$ cat src/rtl/text_scanout.sv
// 80x25 text-mode pixel generator: VRAM fetch, font fetch, CGA palette, blink and cursor.
// Fixed four-register pipeline from (DE, X, Y) to (R, G, B, DE_OUT).
module text_scanout #(
  parameter int TEXT_COLS  = 80,
  parameter int BLINK_BIT  = 4,
  parameter int CURSOR_TOP = 14
) (
  input  logic        CLOCK,
  input  logic        RESET_N,
  input  logic        DE,
  input  logic [9:0]  X,
  input  logic [8:0]  Y,
  input  logic        FRAME,
  input  logic [6:0]  CURSOR_X,
  input  logic [4:0]  CURSOR_Y,
  input  logic        CURSOR_EN,
  output logic [10:0] VRAM_ADDR,
  input  logic [15:0] VRAM_Q,
  output logic [11:0] FONT_ADDR,
  input  logic [7:0]  FONT_Q,
  output logic [3:0]  R,
  output logic [3:0]  G,
  output logic [3:0]  B,
  output logic        DE_OUT
);

  function automatic logic [11:0] pal(input logic [3:0] idx);
    case (idx)
      4'h0: pal = 12'h000;
      4'h1: pal = 12'h00A;
      4'h2: pal = 12'h0A0;
      4'h3: pal = 12'h0AA;
      4'h4: pal = 12'hA00;
      4'h5: pal = 12'hA0A;
      4'h6: pal = 12'hA50;
      4'h7: pal = 12'hAAA;
      4'h8: pal = 12'h555;
      4'h9: pal = 12'h55F;
      4'hA: pal = 12'h5F5;
      4'hB: pal = 12'h5FF;
      4'hC: pal = 12'hF55;
      4'hD: pal = 12'hF5F;
      4'hE: pal = 12'hFF5;
      default: pal = 12'hFFF;
    endcase
  endfunction

  logic [10:0] vram_addr_q, vram_addr_d;
  logic [2:0]  xlo1_q, xlo1_d, xlo2_q, xlo2_d;
  logic [3:0]  ylo1_q, ylo1_d;
  logic        de1_q, de1_d, de2_q, de2_d, de3_q, de3_d;
  logic        hit1_q, hit1_d, cur2_q, cur2_d, cur3_q, cur3_d;
  logic [11:0] font_addr_q, font_addr_d;
  logic [7:0]  attr2_q, attr2_d, attr3_q, attr3_d;
  logic        bit3_q, bit3_d;
  logic [11:0] rgb_q, rgb_d;
  logic        de_out_q, de_out_d;
  logic [4:0]  cnt_q, cnt_d;
  logic        phase_s, on_s;
  logic [3:0]  idx_s;

  // Next-state for every pipeline stage and the frame counter.
  always_comb begin
    phase_s     = cnt_q[BLINK_BIT];
    cnt_d       = FRAME ? cnt_q + 5'd1 : cnt_q;
    // Stage 1: cell address plus the per-pixel side data that travels with it.
    vram_addr_d = 11'(Y[8:4]) * 11'(TEXT_COLS) + 11'(X[9:3]);
    xlo1_d      = X[2:0];
    ylo1_d      = Y[3:0];
    de1_d       = DE;
    hit1_d      = CURSOR_EN && (X[9:3] == CURSOR_X) && (Y[8:4] == CURSOR_Y);
    // Stage 2: VRAM word is valid during this cycle.
    font_addr_d = {VRAM_Q[7:0], ylo1_q};
    attr2_d     = VRAM_Q[15:8];
    xlo2_d      = xlo1_q;
    de2_d       = de1_q;
    cur2_d      = hit1_q && (ylo1_q >= 4'(CURSOR_TOP));
    // Stage 3: font row is valid; bit 7 is the leftmost pixel, so index by ~x.
    bit3_d      = FONT_Q[~xlo2_q];
    attr3_d     = attr2_q;
    cur3_d      = cur2_q;
    de3_d       = de2_q;
    // Stage 4: blink/cursor overrides, palette and blanking.
    on_s        = bit3_q;
    if (attr3_q[7] && phase_s) begin
      on_s = 1'b0;
    end else if (cur3_q && !phase_s) begin
      on_s = 1'b1;
    end else begin
      on_s = bit3_q;
    end
    idx_s       = on_s ? attr3_q[3:0] : {1'b0, attr3_q[6:4]};
    rgb_d       = de3_q ? pal(idx_s) : 12'h000;
    de_out_d    = de3_q;
  end

  // Pipeline and frame-counter registers.
  always_ff @(posedge CLOCK or negedge RESET_N) begin
    if (!RESET_N) begin
      vram_addr_q <= 11'd0;
      xlo1_q      <= 3'd0;
      ylo1_q      <= 4'd0;
      de1_q       <= 1'b0;
      hit1_q      <= 1'b0;
      font_addr_q <= 12'd0;
      attr2_q     <= 8'd0;
      xlo2_q      <= 3'd0;
      de2_q       <= 1'b0;
      cur2_q      <= 1'b0;
      bit3_q      <= 1'b0;
      attr3_q     <= 8'd0;
      cur3_q      <= 1'b0;
      de3_q       <= 1'b0;
      rgb_q       <= 12'd0;
      de_out_q    <= 1'b0;
      cnt_q       <= 5'd0;
    end else begin
      vram_addr_q <= vram_addr_d;
      xlo1_q      <= xlo1_d;
      ylo1_q      <= ylo1_d;
      de1_q       <= de1_d;
      hit1_q      <= hit1_d;
      font_addr_q <= font_addr_d;
      attr2_q     <= attr2_d;
      xlo2_q      <= xlo2_d;
      de2_q       <= de2_d;
      cur2_q      <= cur2_d;
      bit3_q      <= bit3_d;
      attr3_q     <= attr3_d;
      cur3_q      <= cur3_d;
      de3_q       <= de3_d;
      rgb_q       <= rgb_d;
      de_out_q    <= de_out_d;
      cnt_q       <= cnt_d;
    end
  end

  assign VRAM_ADDR = vram_addr_q;
  assign FONT_ADDR = font_addr_q;
  assign R         = rgb_q[11:8];
  assign G         = rgb_q[7:4];
  assign B         = rgb_q[3:0];
  assign DE_OUT    = de_out_q;

endmodule

$ cat config.mk
export PLATFORM = sky130hd
export DESIGN_NAME = text_scanout
export DESIGN_NICKNAME = d
export VERILOG_FILES = /design/src/rtl/text_scanout.sv
export SDC_FILE = /design/constraint.sdc
export NUM_CORES = 1
export LEC_CHECK = 0
export CAP_MARGIN = 20
export CORE_MARGIN = 3
export CORE_UTILIZATION = 43
export CTS_BUF_LIST = sky130_fd_sc_hd__clkbuf_8 sky130_fd_sc_hd__clkbuf_16
export CTS_CLUSTER_SIZE = 12
export DETAILED_ROUTE_END_ITERATION = 10
export GPL_ROUTABILITY_DRIVEN = 1
export PLACE_DENSITY = 0.84
export SLEW_MARGIN = 20
export SYNTH_ARGS = -nofsm -noshare
export SYNTH_HDL_FRONTEND = slang
export SYNTH_SLANG_ARGS = --single-unit
$ cat constraint.sdc
create_clock -name CLOCK -period 1.7 [get_ports CLOCK]
set_clock_uncertainty 0.1 [all_clocks]
set_input_delay 0.17 -clock CLOCK [delete_from_list [all_inputs] [get_ports CLOCK]]
set_output_delay 0.17 -clock CLOCK [all_outputs]
set_load 0.01 [all_outputs]
=== Yosys cells after proc, flatten, opt, wreduce, memory -nomap -nowiden ===
Memory sizes are Yosys's and may differ from the RTL's.
Cells that the tools add are included.

* Register bits after elaboration: 74
* Memory bits (read-only): 192
* Bits of input ports: 60
* Word-level logic and storage cells: 38
* Memories kept: 1

* $add $sub $neg: 2
* $mul: 1
* Order comparisons: 2
* Equal/unequal tests: 2
* Mux-type cells: 6
* Bitwise gates (word level): 1
* Reduce and logical (&&, ||, !) cells: 6

{| class="wikitable"
|+ Memories
! name !! depth !! width !! rd ports !! clocked after Yosys merged registers in !! write ports !! RTL line !! text
|-
| (no name shown) || 16 || 12 || 1 || 0 || 0 || 28 || <nowiki>case (idx)</nowiki>
|}

{| class="wikitable"
|+ Operator list
! kind !! count
|-
| $mux W12 || 1
|-
| $add A11 B7 Y11 || 1
|-
| $eq A7 B7 Y1 || 1
|-
| $mul A5 B3 Y7 const B || 1
|-
| $add A5 B1 Y5 const B || 1
|-
| $eq A5 B5 Y1 || 1
|-
| $logic_and A1 B1 Y1 || 5
|-
| $ge A4 B4 Y1 const B || 1
|-
| $lt A3 B4 Y1 const B || 1
|-
| $mux W4 || 1
|-
| $bmux W1 S3 || 1
|-
| $mux W1 || 3
|-
| $not A3 Y3 || 1
|-
| $logic_not A1 Y1 || 1
|}

=== Logic depth before layout (Yosys ltp) ===
Gate-level depths: netlist of the first run.
An unclocked memory read counts as a cell.

* Word-level depth: 7
* Gate-level depth with buffers: 7
* Mapped depth without buffers: 7

=== Worst setup path after synthesis of the first run ===
No wires, ideal clock.

* Kind: input port to flip-flop
* Start: input port Y[5]
* End: register vram_addr_q[10] (netlist: VRAM_ADDR[10])
* Arrival: 1,712 ps
* Path slack: -192 ps
* Stages: 7
* Path buffers: 0
* Cell sequence: ha_1 > ha_1 > fa_1 > xor2_1 > o2111ai_1 > xnor2_1 > xnor2_1

* Word-level cells in the longest chain between the ends: 2

{| class="wikitable"
|+ RTL lines
! item !! RTL line !! text
|-
| start: declaration || 12 || <nowiki>input logic [8:0] Y,</nowiki>
|-
| $mul A5 B3 Y7 || 67 || <nowiki>vram_addr_d = 11'(Y[8:4]) * 11'(TEXT_COLS) + 11'(X[9:3]);</nowiki>
|-
| $add A11 B7 Y11 || 67 ||
|-
| net vram_addr_d[10] || 48 || <nowiki>logic [10:0] vram_addr_q, vram_addr_d;</nowiki>
|-
| end signal: assignment || 118 || <nowiki>vram_addr_q <= vram_addr_d;</nowiki>
|-
| end: declaration || 48 ||
|}

The timed path passes the listed nets, and every way through them passes these cells.
A chain may end at the register's enable or synchronous reset.

=== Final worst setup path of the first run ===
* Start: input port Y[4]
* End: register vram_addr_q[10] (netlist: VRAM_ADDR[10])

Same word-level chain as after synthesis.

==> impl_metrics.ini, run 1 <==
[floorplanning]
die-area_sq_mm = 0.006545
start_util_pct = 45.77
num_rows = 26
core_area_sq_mm = 0.005270
die_y_um = 80.90
die_x_um = 80.90
io_pins = 96

[logic_synthesis]
ys_ff_latch = 67
syn_area_sq_mm = 0.002412
seq_area_frac_synth_pct = 69.50
synth_cells = 152
syn_nets = 224
ys_warn_count = 0
ys_types = 31
syn-mean-instance-area_sq_um = 15.87

[global_routing]
antenna_found_initial = 0
grt_pass1_wl_mm = 7.672
grt_start_max_net_pins = 34
grt_use_total_pct = 16.42
grt_pass1_vias = 1682
overflow = 0

[detailed_routing]
wl_per_cell_um = 14.01
drtIter0Drc = 50
post-route-drc-count = 0
ant_nets = 0
vias = 1549
viasPerCell = 4.516
dr.pass1.iters = 4
finalWirelength_mm = 4.805

[place]
post-dp-hpwl_mm = 3.922
numPortBuffers = 95
globalplace.congestion = 0.7294
pre_cts_ws_ns = -0.6108

[clocking]
clock_sinks = 67
clockBufferDepth = 2
path_clk_slew_ns = 0.07
cts_inserted_buffers = 9
clk_latency_ns = 0.33
cts-root-buf = clkbuf_8
cts_tree = built
htreeDepth = 3

[critical_path]
cp-start-kind = input pin
r2r-end = bit3_q
cp.required_ns = 1.85
slowest_stage = fa_2
reg2reg_from = xlo2_q[0]
cp.arrival_ns = 1.78
worst-path-buf-inv = 1
worstRegToRegCells = 2
end_kind = flop
cp_max_fo = 3
reg2reg_slack_ns = 0.28
path_cells = clkdlybuf4s15_1, ha_2, ha_4, fa_2, o2111ai_2, xnor2_1, xnor2_1
path_common_cell = xnor2_1
criticalPathCategory = in -> reg
crit_family = adder cells
slowest_delay_ns = 0.54

[finish]
layout-drive-gt1-share_pct = 17.58
antenna_cells = 0
fillers = 388
area_delta_synth_final_pct = 58.04
fin_nets = 340
fin_util_pct = 72.34

[timing]
period_share_pct = 95.91
setup_viol = 0
setup_slack_ns = 0.06951
max_freq_ghz = 0.6133
worst_slew_pin_slew_ns = 0.4701
min_period_ns = 1.630
grt_setup_unrepaired = false
slew-limit-headroom_pct = 68.66
hold_viol_final = 0
drv_slew = 0

[worst_hold_path]
hold_path_class = in -> reg
min_from = X[7]
whs_endpoint = VRAM_ADDR[4]
holdPathStages = 2

[power_and_ir_drop]
powerDensity_mw_per_mm2 = 1073
power_mw = 4.089
peakVddDrop_uv = 681.5
p_leak_nw = 1.667

[job]
maxCapViolCount = 0

[status]
status = finished, final reports clean
==> cells in the final DEF (no fill, tap or decap), types with 3 or more instances in the layout <==
master,synthesis,routed
clkdlybuf4s50_1,0,88
dfrtp_1,67,67
xnor2_1,16,16
buf_4,7,15
clkbuf_8,0,10
inv_1,6,6
xor2_1,7,6
ha_1,10,5
nand4_1,3,3
ha_4,0,3
==> Yosys cell counts <==
| cell | count | share of area, % |
|---|---|---|
| a21boi_0 | 1 | 0.31 |
| a21boi_1 | 1 | 0.31 |
| a21o_1 | 2 | 0.62 |
| a21oi_1 | 2 | 0.41 |
| and3_1 | 1 | 0.26 |
| and4_1 | 1 | 0.36 |
| buf_4 | 7 | 2.2 |
| dfrtp_1 | 67 | 70 |
| fa_1 | 2 | 1.7 |
| ha_1 | 10 | 5.2 |
| inv_1 | 6 | 0.93 |
| mux2_2 | 2 | 0.93 |
| mux2i_1 | 2 | 0.83 |
| mux4_1 | 2 | 2.2 |
| nand2_1 | 2 | 0.31 |
| nand2b_1 | 1 | 0.26 |
| nand3_1 | 2 | 0.41 |
| nand3b_1 | 1 | 0.31 |
| nand4_1 | 3 | 0.78 |
| nor2_1 | 2 | 0.31 |
| nor2b_1 | 3 | 0.78 |
| nor3_1 | 1 | 0.21 |
| nor3b_1 | 1 | 0.31 |
| nor4_1 | 1 | 0.26 |
| o2111ai_1 | 1 | 0.36 |
| o21ai_0 | 2 | 0.41 |
| o22ai_2 | 1 | 0.52 |
| o311ai_0 | 1 | 0.36 |
| or3b_1 | 1 | 0.36 |
| xnor2_1 | 16 | 5.8 |
| xor2_1 | 7 | 2.5 |
==> state kept, by name, indices dropped and copies added (netlist names), 3 cells and up <==
register and count:
FONT_ADDR 12, attr3_q 8, ylo1_q 4, attr2_q 8, VRAM_ADDR 11, cnt_q 5
rgb_q 5, xlo1_q 3, xlo2_q 3
==> layout make-up <==
cell class | count | area [sq um] | area share, %
flip-flops and latches | 67 | 1677 | 43.98
repair buffers | 112 | 1076 | 28.22
multi-input cells | 72 | 724.4 | 19.00
clock buffers | 10 | 137.6 | 3.610
clock inverters | 6 | 87.58 | 2.297
well taps | 70 | 87.58 | 2.297
inverters | 6 | 22.52 | 0.5907
==> logic make-up (layout without fill, tap and decap cells) <==
logic type | Yosys count | after routing | share of synthesized area (%)
flops | 67 | 67 | 69.50
mux | 6 | 6 | 3.942
xor+xnor | 23 | 23 | 8.350
fa+ha+maj | 12 | 12 | 6.847
compound gates | 11 | 11 | 3.320
buf+inv | 13 | 134 | 3.112
simple gates | 20 | 20 | 4.928
==> power breakdown <==
part | switching, mW | internal (mW) | total [mW]
clock network | 0.566 | 0.868 | 1.43
registers | 0.0938 | 1.77 | 1.86
logic | 0.299 | 0.495 | 0.795
==> metrics by stage <==
step	area, sq um	setup TNS (ns)	hold WS (ns)	instances
after floorplan	2456	-0.02888	-0.2256	152
after global placement	3570	-1.796	0.04992	326
after detailed placement	3570	-2.037	0.05739	326
after CTS	3819	0	0.1545	343
after global routing	3812	0	0.1553	343
final	3812	0	0.1689	343
==> how the worst max path moves through the flow <==
stage	end	depth (start not counted)	slack, ns	startpoint
2_1_floorplan	VRAM_ADDR[10]	6	-0.03	Y[5]
3_3_place_gp	VRAM_ADDR[10]	7	-0.56	Y[5]
3_5_place_dp	VRAM_ADDR[10]	7	-0.61	Y[5]
4_1_cts	VRAM_ADDR[10]	7	0.002	Y[6]
5_1_grt	VRAM_ADDR[10]	7	0.003	Y[4]
6_report	VRAM_ADDR[10]	7	0.07	Y[4]
==> what timing repair did <==
item                                    4_1_cts  5_1_grt
cloned                                        0        0
hold buffers                                  1        0
buffers inserted                              0        0
endpoints found under the hold margin        19        0
gates resized for setup                      11        5
pin swaps                                     3        4
endpoints found under the setup margin        3        2
==> routing by layer <==
metal	wire length (um)	part of all wire (%)	global-route usage, %	up-vias
li1	-	-	-	739
met1	1583	33	15.74	746
met2	2805	58	30.95	57
met3	327	6.8	5.100	7
met4	87	1.8	8.615	0
met5	0	0	0	-
Power figures use the tool's default switching activity.
==> run 2: changes to the inputs <==
Settings changed: CORE_MARGIN 3 to 10, SLEW_MARGIN 20 to 10.
==> impl_metrics.ini, run 2 (synthesis gave the netlist of run 1 again) <==
[global_routing]
grt_start_max_net_pins = 68
grt_pass1_wl_mm = 8.135
antenna_found_initial = 0
grt_pass1_vias = 1734
grt_use_total_pct = 12.12
overflow = 0

[clocking]
cts-root-buf = clkbuf_8
post_cts_buffers = 0
cts_inserted_buffers = 9
clk_latency_ns = 0.33
cts_tree = built
path_clk_slew_ns = 0.07
htreeDepth = 3
clock_sinks = 67
clockBufferDepth = 2

[floorplanning]
die_x_um = 94.90
start_util_pct = 44.08
core_area_sq_mm = 0.005473
die-area_sq_mm = 0.009006
num_rows = 27
die_y_um = 94.90
io_pins = 96

[critical_path]
end_kind = flop
slowest_delay_ns = 0.59
cp.required_ns = 1.86
reg2reg_slack_ns = 0.30
path_common_cell = xnor2_1
cp_max_fo = 2
slowest_stage = fa_2
cp.arrival_ns = 1.73
cp-start-kind = input pin
path_cells = dlygate4sd2_1, ha_4, fa_2, o2111ai_2, xnor2_1, xnor2_1
criticalPathCategory = in -> reg

[power_and_ir_drop]
powerDensity_mw_per_mm2 = 1034
p_leak_nw = 1.652
peakVddDrop_uv = 500.1

[detailed_routing]
wl_per_cell_um = 15.38
dr.pass1.iters = 3
post-route-drc-count = 0
finalWirelength_mm = 5.290
viasPerCell = 4.515
ant_nets = 0
drtIter0Drc = 37
vias = 1553

[timing]
drv_slew = 0
hold_viol_final = 0
min_period_ns = 1.574
grt_setup_unrepaired = false
worst_slew_pin_slew_ns = 0.3382
max_freq_ghz = 0.6355
slew-limit-headroom_pct = 77.46
setup_viol = 0
period_share_pct = 92.57

[job]
maxCapViolCount = 0

[finish]
finalNonFillerCells = 344
regArea_sq_mm = 0.001677
design_area_sq_mm = 0.003780
largest_reg_flops = 12
final_common_cell = clkdlybuf4s50_1
multi_input_area_sq_um = 729.5
mostFrequentLayoutCells = 88 x clkdlybuf4s50_1, 67 x dfrtp_1, 16 x xnor2_1, 15 x buf_4, 9 x clkbuf_8
area_delta_synth_final_pct = 56.69
fillers = 407
antenna_cells = 0
layout-drive-gt1-share_pct = 18.01
fin_nets = 340

[place]
post-dp-hpwl_mm = 4.273
placed_area_sq_mm = 0.003572
globalplace.congestion = 0.6958
placed_cells = 328
numPortBuffers = 95

[worst_hold_path]
hold_path_class = in -> reg

[status]
status = finished, final reports clean
run 2: per-layer routing:
metal  global-route usage (%)  routed length, um
met1                    11.09               1760
met2                    21.74               2970
met3                    5.868                485
met4                    6.359                 73
met5                        0                  0
run 2: report_power, final:
group	total (mW)	switching (mW)	internal, mW	leakage (nW)
registers	1.86	0.0927	1.77	0.796
logic	0.800	0.302	0.498	0.765
clock network	1.25	0.579	0.670	0.0913
total	3.91	0.973	2.94	1.65
run 2: through the flow:
step                      setup WS [ns]  hold WS, ns  power (mW)  setup TNS (ns)  utilization [%]
final                            0.1264      0.02167       3.908               0            69.07
after global routing            0.03044      0.03124       4.106               0            69.07
after CTS                      0.005828       0.1521       3.961               0            69.20
after detailed placement        -0.5957       0.1114       2.698          -1.965            65.27
after global placement          -0.5471       0.1066       2.665          -1.765            65.27
after floorplan                -0.02888      -0.2256       2.229        -0.02888                -
run 2: cell type report:
class                           count  share of cell area [%]
Sequential cell                    67                   44.36
Clock inverter                      6                   1.787
Inverter                            6                  0.5958
Clock buffer                        9                   3.277
Multi-Input combinational cell     72                   19.30
Timing Repair Buffer              112                   28.30
Tap cell                           72                   2.383
run 2: timing repair:
action / 4_1_cts / 5_1_grt
hold endpoints to repair: 67 / 0
resized for setup: 9 / 10
cloned: 0 / 0
setup endpoints to repair: 3 / 2
hold buffers: 1 / 0
pin swaps: 0 / 5
run 2: path summary, 6_finish.rpt:
path | from | endpoint | depth (start not counted)
setup / recovery | Y[8] | VRAM_ADDR[10] | 6
hold / removal | Y[4] | VRAM_ADDR[4] | 2
setup reg to reg | xlo2_q[0] | bit3_q | 2
hold reg to reg | attr2_q[4] | attr3_q[4] | 0
max in group asynchronous | RESET_N | VRAM_ADDR[9] | 3
min in group asynchronous | RESET_N | cnt_q[4] | 3
run 2: worst max-delay path, delay by kind of cell:
| family | cells | cell delay [ns] |
|---|---|---|
| adder cells (fa/ha/maj) | 2 | 0.83 |
| XOR/XNOR | 2 | 0.33 |
| buffers and inverters | 1 | 0.27 |
| AO/OA/AOI/OAI | 1 | 0.13 |
